$ cat src/rtl/a_rom_reader.sv
// Read-side sequencer for the packed A-matrix ROM.
// Walks every ROM word in column-major order, splits each word into its high (even row) and
// low (odd row) element, and streams the elements over a valid/ready interface. The next word
// is captured in the same cycle the low element is accepted, so a continuous consumer sees one
// element per cycle with no bubbles between words.
module a_rom_reader #(
    parameter int unsigned ELEM_W = 7,
    parameter int unsigned ROWS   = 8,
    parameter int unsigned COLS   = 4,
    parameter int unsigned ADDR_W = 4
) (
    input  logic                  clk_i,
    input  logic                  rst_ni,
    input  logic                  start_i,
    input  logic                  abort_i,
    output logic [ADDR_W-1:0]     rom_addr_o,
    input  logic [2*ELEM_W-1:0]   a_input_i,
    output logic [ELEM_W-1:0]     elem_data_o,
    output logic [2:0]            elem_row_o,
    output logic [1:0]            elem_col_o,
    output logic                  elem_last_o,
    output logic                  elem_valid_o,
    input  logic                  elem_ready_i,
    output logic                  busy_o,
    output logic                  done_o
);

    localparam int unsigned PairsPerCol = ROWS / 2;
    localparam int unsigned NumWords    = PairsPerCol * COLS;

    typedef enum logic [2:0] {
        StIdle,
        StFetch,
        StLatch,
        StEmitHi,
        StEmitLo,
        StDone
    } state_e;

    state_e                state_q;
    logic [ADDR_W-1:0]     rom_addr_q;
    logic [ADDR_W-1:0]     word_idx_q;
    logic [2*ELEM_W-1:0]   word_q;
    logic [ELEM_W-1:0]     elem_data_q;
    logic [2:0]            elem_row_q;
    logic [1:0]            elem_col_q;
    logic                  elem_last_q;
    logic                  elem_valid_q;
    logic                  busy_q;
    logic                  done_q;

    logic                  is_last_word;

    // Row of an element: the high half carries the even row of its pair, the low half the odd row.
    function automatic logic [2:0] row_of(input logic [ADDR_W-1:0] w, input logic lo);
        return 3'((int'(w) % PairsPerCol) * 2 + int'(lo));
    endfunction

    function automatic logic [1:0] col_of(input logic [ADDR_W-1:0] w);
        return 2'(int'(w) / PairsPerCol);
    endfunction

    // Decode of the final word of the matrix.
    always_comb begin
        is_last_word = (word_idx_q == ADDR_W'(NumWords - 1));
    end

    // Sequencer FSM; every output is registered alongside the state.
    always_ff @(posedge clk_i or negedge rst_ni) begin
        if (!rst_ni) begin
            state_q      <= StIdle;
            rom_addr_q   <= '0;
            word_idx_q   <= '0;
            word_q       <= '0;
            elem_data_q  <= '0;
            elem_row_q   <= '0;
            elem_col_q   <= '0;
            elem_last_q  <= 1'b0;
            elem_valid_q <= 1'b0;
            busy_q       <= 1'b0;
            done_q       <= 1'b0;
        end else if (abort_i) begin
            // Abort beats everything, including a simultaneous start.
            state_q      <= StIdle;
            rom_addr_q   <= '0;
            word_idx_q   <= '0;
            word_q       <= '0;
            elem_data_q  <= '0;
            elem_row_q   <= '0;
            elem_col_q   <= '0;
            elem_last_q  <= 1'b0;
            elem_valid_q <= 1'b0;
            busy_q       <= 1'b0;
            done_q       <= 1'b0;
        end else begin
            unique case (state_q)
                StIdle: begin
                    if (start_i) begin
                        state_q    <= StFetch;
                        rom_addr_q <= '0;
                        word_idx_q <= '0;
                        busy_q     <= 1'b1;
                    end
                end
                StFetch: begin
                    // ROM registers address 0 on this edge.
                    state_q <= StLatch;
                end
                StLatch: begin
                    word_q       <= a_input_i;
                    rom_addr_q   <= rom_addr_q + ADDR_W'(1);
                    elem_data_q  <= a_input_i[2*ELEM_W-1:ELEM_W];
                    elem_row_q   <= row_of(word_idx_q, 1'b0);
                    elem_col_q   <= col_of(word_idx_q);
                    elem_last_q  <= 1'b0;
                    elem_valid_q <= 1'b1;
                    state_q      <= StEmitHi;
                end
                StEmitHi: begin
                    if (elem_ready_i) begin
                        elem_data_q <= word_q[ELEM_W-1:0];
                        elem_row_q  <= row_of(word_idx_q, 1'b1);
                        elem_last_q <= is_last_word;
                        state_q     <= StEmitLo;
                    end
                end
                StEmitLo: begin
                    if (elem_ready_i) begin
                        if (!is_last_word) begin
                            // ROM already holds the next word since rom_addr moved on entering HI.
                            word_q      <= a_input_i;
                            rom_addr_q  <= rom_addr_q + ADDR_W'(1);
                            word_idx_q  <= word_idx_q + ADDR_W'(1);
                            elem_data_q <= a_input_i[2*ELEM_W-1:ELEM_W];
                            elem_row_q  <= row_of(word_idx_q + ADDR_W'(1), 1'b0);
                            elem_col_q  <= col_of(word_idx_q + ADDR_W'(1));
                            elem_last_q <= 1'b0;
                            state_q     <= StEmitHi;
                        end else begin
                            elem_valid_q <= 1'b0;
                            elem_data_q  <= '0;
                            elem_row_q   <= '0;
                            elem_col_q   <= '0;
                            elem_last_q  <= 1'b0;
                            done_q       <= 1'b1;
                            state_q      <= StDone;
                        end
                    end
                end
                StDone: begin
                    done_q  <= 1'b0;
                    busy_q  <= 1'b0;
                    state_q <= StIdle;
                end
                default: begin
                    state_q <= StIdle;
                end
            endcase
        end
    end

    assign rom_addr_o   = rom_addr_q;
    assign elem_data_o  = elem_data_q;
    assign elem_row_o   = elem_row_q;
    assign elem_col_o   = elem_col_q;
    assign elem_last_o  = elem_last_q;
    assign elem_valid_o = elem_valid_q;
    assign busy_o       = busy_q;
    assign done_o       = done_q;

endmodule

$ cat config.mk
export PLATFORM = sky130hd
export DESIGN_NAME = a_rom_reader
export DESIGN_NICKNAME = d
export VERILOG_FILES = /design/src/rtl/a_rom_reader.sv
export SDC_FILE = /design/constraint.sdc
export NUM_CORES = 1
export LEC_CHECK = 0
export CAP_MARGIN = 20
export CORE_MARGIN = 2
export CORE_UTILIZATION = 30
export CTS_CLUSTER_DIAMETER = 50
export DETAILED_ROUTE_END_ITERATION = 7
export GPL_TIMING_DRIVEN = 1
export SYNTH_ARGS = -nofsm -noshare
export SYNTH_HDL_FRONTEND = slang
export SYNTH_SLANG_ARGS = --single-unit
$ cat constraint.sdc
create_clock -name clk_i -period 3.22 [get_ports clk_i]
set_clock_uncertainty 0.2 [all_clocks]
set_input_delay 0.483 -clock clk_i [delete_from_list [all_inputs] [get_ports clk_i]]
set_output_delay 0.483 -clock clk_i [all_outputs]
set_load 0.02 [all_outputs]
Word-level counts from Yosys, hierarchy flattened
Index checks and enable logic that the tools add are counted.

Add/sub/neg operators: 3. Eq/ne operators: 11. Mux-type cells: 48. Reduce and logical (&&, ||, !) cells: 16.

Operators with widths (count): $mux W7 (7); $mux W4 (7); $mux W3 (9); $pmux W7 S3 (1); $ne A3 B3 Y1 const B (5); $pmux W3 S5 (1); $reduce_and A3 Y1 (5); $pmux W7 S2 (1); $pmux W4 S3 (1); $reduce_bool A3 Y1 (4); $mux W1 (11); $pmux W3 S3 (1); $add A4 B1 Y4 const B (2); $pmux W4 S2 (1); $reduce_and A4 Y1 (2); $reduce_bool A4 Y1 (2); $eq A3 B2 Y1 const B (2); $eq A3 B3 Y1 const B (2); $mux W2 (3); $pmux W1 S2 (3); $eq A4 B4 Y1 const B (1); $pmux W2 S2 (1); $reduce_and A2 Y1 (2); $add A3 B1 Y3 const B (1); other kinds (3) (3).

Register bits after elaboration: 34. Input bits: 19. Output and inout port bits: 20. Word-level logic and storage cells: 89.

Depth between registers and ports, before layout
Depth in word-level cells: 5. Depth in mapped cells: 5. Gate-level depth less buffers: 5.

Worst setup path after synthesis
Ideal clock, no wire load.

Kind: reg-to-reg. Start point: reg word_idx_q[0]. End point: reg rom_addr_q[2] (netlist: rom_addr_o[2]). Setup time: 124 ps. Arrival: 1458 ps. Data required time: 2896 ps. Setup slack: 1438 ps. Stages on the path, launching flop included: 6. Path buffers: 0. Period minus slack after synthesis: 1782 ps. Cell sequence: dfrtp_1 > ha_1 > and3_1 > o21ai_0 > a21oi_2 > a211o_1.

Longest elaborated chain between the ends: 3.

RTL lines: from (decl) (RTL line 42) `logic [ADDR_W-1:0] word_idx_q;`; from (signal assigned) (RTL line 133) `word_idx_q <= word_idx_q + ADDR_W'(1);`; $eq A4 B4 Y1 (RTL line 65) `is_last_word = (word_idx_q == ADDR_W'(NumWords - 1));`; $ne A3 B3 Y1 (no source line); $reduce_and A4 Y1 (no source line); to (signal assigned) (RTL line 111) `rom_addr_q <= rom_addr_q + ADDR_W'(1);`; to (signal assigned) (RTL line 132) `rom_addr_q <= rom_addr_q + ADDR_W'(1);`; to (decl) (RTL line 41) `logic [ADDR_W-1:0] rom_addr_q;`.

Every way passes these cells. A chain may end at the register's enable or synchronous reset.

Worst setup path in the final report
Start point: in elem_ready_i. End point: reg elem_data_q[5] (netlist: elem_data_o[5]).

Longest elaborated chain between the ends: 2. Elaborated cells on any way between the ends: 3. Classes of those cells: eq/ne: 2; reduce/logical: 1.

RTL lines: from (decl) (RTL line 23) `input logic elem_ready_i,`; $ne A3 B3 Y1 (no source line); $reduce_and A3 Y1 (no source line) *; to (signal assigned) (RTL line 112) `elem_data_q <= a_input_i[2*ELEM_W-1:ELEM_W];`; to (signal assigned) (RTL line 121) `elem_data_q <= word_q[ELEM_W-1:0];`; to (signal assigned) (RTL line 134) `elem_data_q <= a_input_i[2*ELEM_W-1:ELEM_W];`; to (decl) (RTL line 44) `logic [ELEM_W-1:0] elem_data_q;`.

Mark *: on every way between the ends. The rest lies on a longest branch, timed or not.

==> qor.csv <==
stage;metric;value;unit
pwr;p_comb_share;16.4;%
placement;post-place-cells;265;
global_route;grt_usage;13.2;%
drt;drt_pass1_iterations;4;
layout;drive_gt1_share;11.9;%
setup_path;cp.arrival;2330;ps
drt;routed.top_layer;met4;
yosys;synth_cell_type_count;49;
pwr;p_leak;1.03;nW
drt;drc;0;
global_route;overflow;0;
status;status;complete, no violations;
setup_path;crit_fanout;12;
setup_path;worstPathRequired;3210;ps
placement;dp_slack;585;ps
global_route;grt_pass1_wl;6.49;mm
drt;antenna_left;0;
sta;fin_crit;2340;ps
yosys;yosysSeqAreaShare;48.3;%
drt;route.detailed.wl_per_inst;14.5;um
sta;relSlewSlack;62.0;%
clock_network;cts_tree;yes;
layout;area_delta_synth_final;31.3;%
global_route;grt_pass1_vias;1362;
pwr;swShare;26.6;%
sta;setup_slack;882;ps
worst_hold_path;hp-start;elem_col_o[0];
placement;portBuffers;38;
yosys;synth_area;1760;um^2
sta;fmax;428;MHz
clock_network;ctsHoldBuffers;0;
layout;diodes;0;
clock_network;cts.sinks;34;
clock_network;post_cts_buffers;0;
yosys;syn_inst;160;
clock_network;clk_pin_slew;80;ps
yosys;synth_edf_count;0;
yosys;syn_area_per_cell;11.0;um^2
die;die_area;6500;um^2
drt;drt-total-wl;3.97;mm
pwr;cellPowerDensity;449;nW/um^2
worst_hold_path;min_path_type;reg -> reg;
setup_path;reg2reg_from;state_q[0];
sta;min_period_over_period;72.6;%
global_route;antenna_found_initial;0;
clock_network;htreeDepth;2;
drt;viasPerCell;5.16;
die;dieWidth;80.6;um
drt;drt-met1-wl;1.96;mm
global_route;grt_max_degree;35;
die;die_h;80.6;um
pwr;p_clk_share;38.1;%
yosys;ys.flop_type;dfrtp_1;
sta;setup_tns;0;ps
drt;drtIter0Drc;59;
drt;vias;1410;
die;start_util;31.6;%
clock_network;cts_root_buf;clkbuf_8;
sta;finalSetupViolations;0;
clock_network;worstSkewPairLatency;290;ps
run;maxCapViolCount;0;
sta;whs;282;ps
placement;hpwl;2.89;mm
yosys;async_flop_share;100;%
sta;hold_viol;0;
yosys;synth_warnings;0;
pwr;p_switching;0.277;mW
setup_path;cp-end-kind;flop;
die;ios;39;
layout;fill_cells;576;
die;placementRows;27;
sta;tightest_slew;569;ps
clock_network;cts-resized-gates;0;
drt;route.met2.wl;1.78;mm
die;coreArea;5570;um^2
yosys;syn-num-nets;181;
pwr;max-vdd-ir-drop;271;uV
pwr;seqPwrFrac;45.6;%
pwr;p_int;0.762;mW
layout;post-route-util;41.5;%
sta;final-max-slew-violation-count;0;
setup_path;critPathKind;in -> reg;
setup_path;startpoint;elem_ready_i;
clock_network;cts.path.max_buffers;2;
layout;final_cell_count_no_fill;273;
sta;rsz0062_at_grt;no;
placement;gp_congestion;0.806;
setup_path;worst_setup_path_start_kind;primary input;
yosys;ys_seq_elements;34;
clock_network;cts_buffers;5;
layout;fin_nets;221;
drt;wl_met3;175;um
## state kept, by name, indices dropped and copies added, names as in the netlist, 2 cells and up
| signal | count |
|---|---|
| word_idx_q | 4 |
| elem_row_o | 3 |
| rom_addr_o | 4 |
| elem_data_o | 7 |
| word_q | 7 |
| elem_col_o | 2 |
| state_q | 3 |
## metrics by stage
step	area, um^2	power, mW
floorplan	1760	0.577
global placement	2200	0.653
detailed placement	2200	0.653
CTS	2310	1.05
global route	2310	1.09
finish	2310	1.04
## path summary, 6_finish.rpt
check	to	slack [ps]	depth (start not counted)
worst max-delay path	elem_data_o[5]	880	5
worst min-delay path	elem_col_o[0]	280	2
worst max register to register	elem_data_o[5]	1070	4
worst min register to register	elem_col_o[0]	280	2
max in group asynchronous	word_q[2]	2110	2
min in group asynchronous	elem_data_o[3]	400	2
## final cells by class
| cell class | count | area [um^2] | area share [%] |
|---|---|---|---|
| clock buffers | 5 | 68.8 | 2.98 |
| repair buffers | 41 | 403 | 17.4 |
| multi-input cells | 114 | 840 | 36.3 |
| well taps | 72 | 90.1 | 3.90 |
| flip-flops and latches | 34 | 851 | 36.8 |
| inverters | 4 | 15.0 | 0.649 |
| clock inverters | 3 | 45.0 | 1.95 |
## cell usage after synthesis, types with 2 or more instances
library cell  instances  area share [%]
a21oi_1               5             1.4
and3_1                2            0.71
nand2_1              12             2.6
ha_1                  2             1.4
buf_2                 5             1.4
a21oi_2               4             2.0
buf_6                 2             1.3
nor2_1                7             1.5
a22o_1               24              12
nor2_2                2            0.71
nand3_1               9             2.6
and3b_1               3             1.5
nor2b_1               2            0.71
nand2b_1              4             1.4
dfrtp_1              34              48
inv_1                 4            0.85
o21ai_0               4             1.1
a21o_1                2            0.85
o31ai_1               3             1.3
## critical path, stage by stage
cell and delay [ps]:
clkdlybuf4s50_1 590, and2_4 280, a221oi_4 550, nor2_2 190, a22o_1 240
## power groups by stage
stage                     Sequential, mW  Clock [mW]  Combinational [mW]
after CTS                          0.473       0.404               0.172
after global placement             0.482           0               0.172
after global routing               0.476       0.423               0.186
after floorplan                    0.487           0              0.0902
after detailed placement           0.481           0               0.172
final                              0.473       0.396               0.170
## logic make-up after synthesis
family	synth area share, %
muxes	1.21
xor gates and xnor gates	0.498
AOI/OAI and AO/OA	27.3
adders and majority gates	1.42
buffers and inverters	3.98
DFF	48.3
and+or+nand+nor	17.3
## layout by cell type (no fill, tap or decap), types with 4 or more instances in the layout
cell              n
dfrtp_1          34
a21oi_2           4
nand3_1           9
nand2_1          12
nor2_1            7
clkbuf_8          5
a21oi_1           5
inv_1             4
o21ai_0           4
clkdlybuf4s50_1  38
a22o_1           24
nand2b_1          4
## metal layers
layer	vias to the layer above	track usage, %
met3	8	3.48
met2	25	19.6
met1	683	18.4
met4	0	4.92
met5	-	0
li1	694	-
Power figures use the tool's default switching activity.
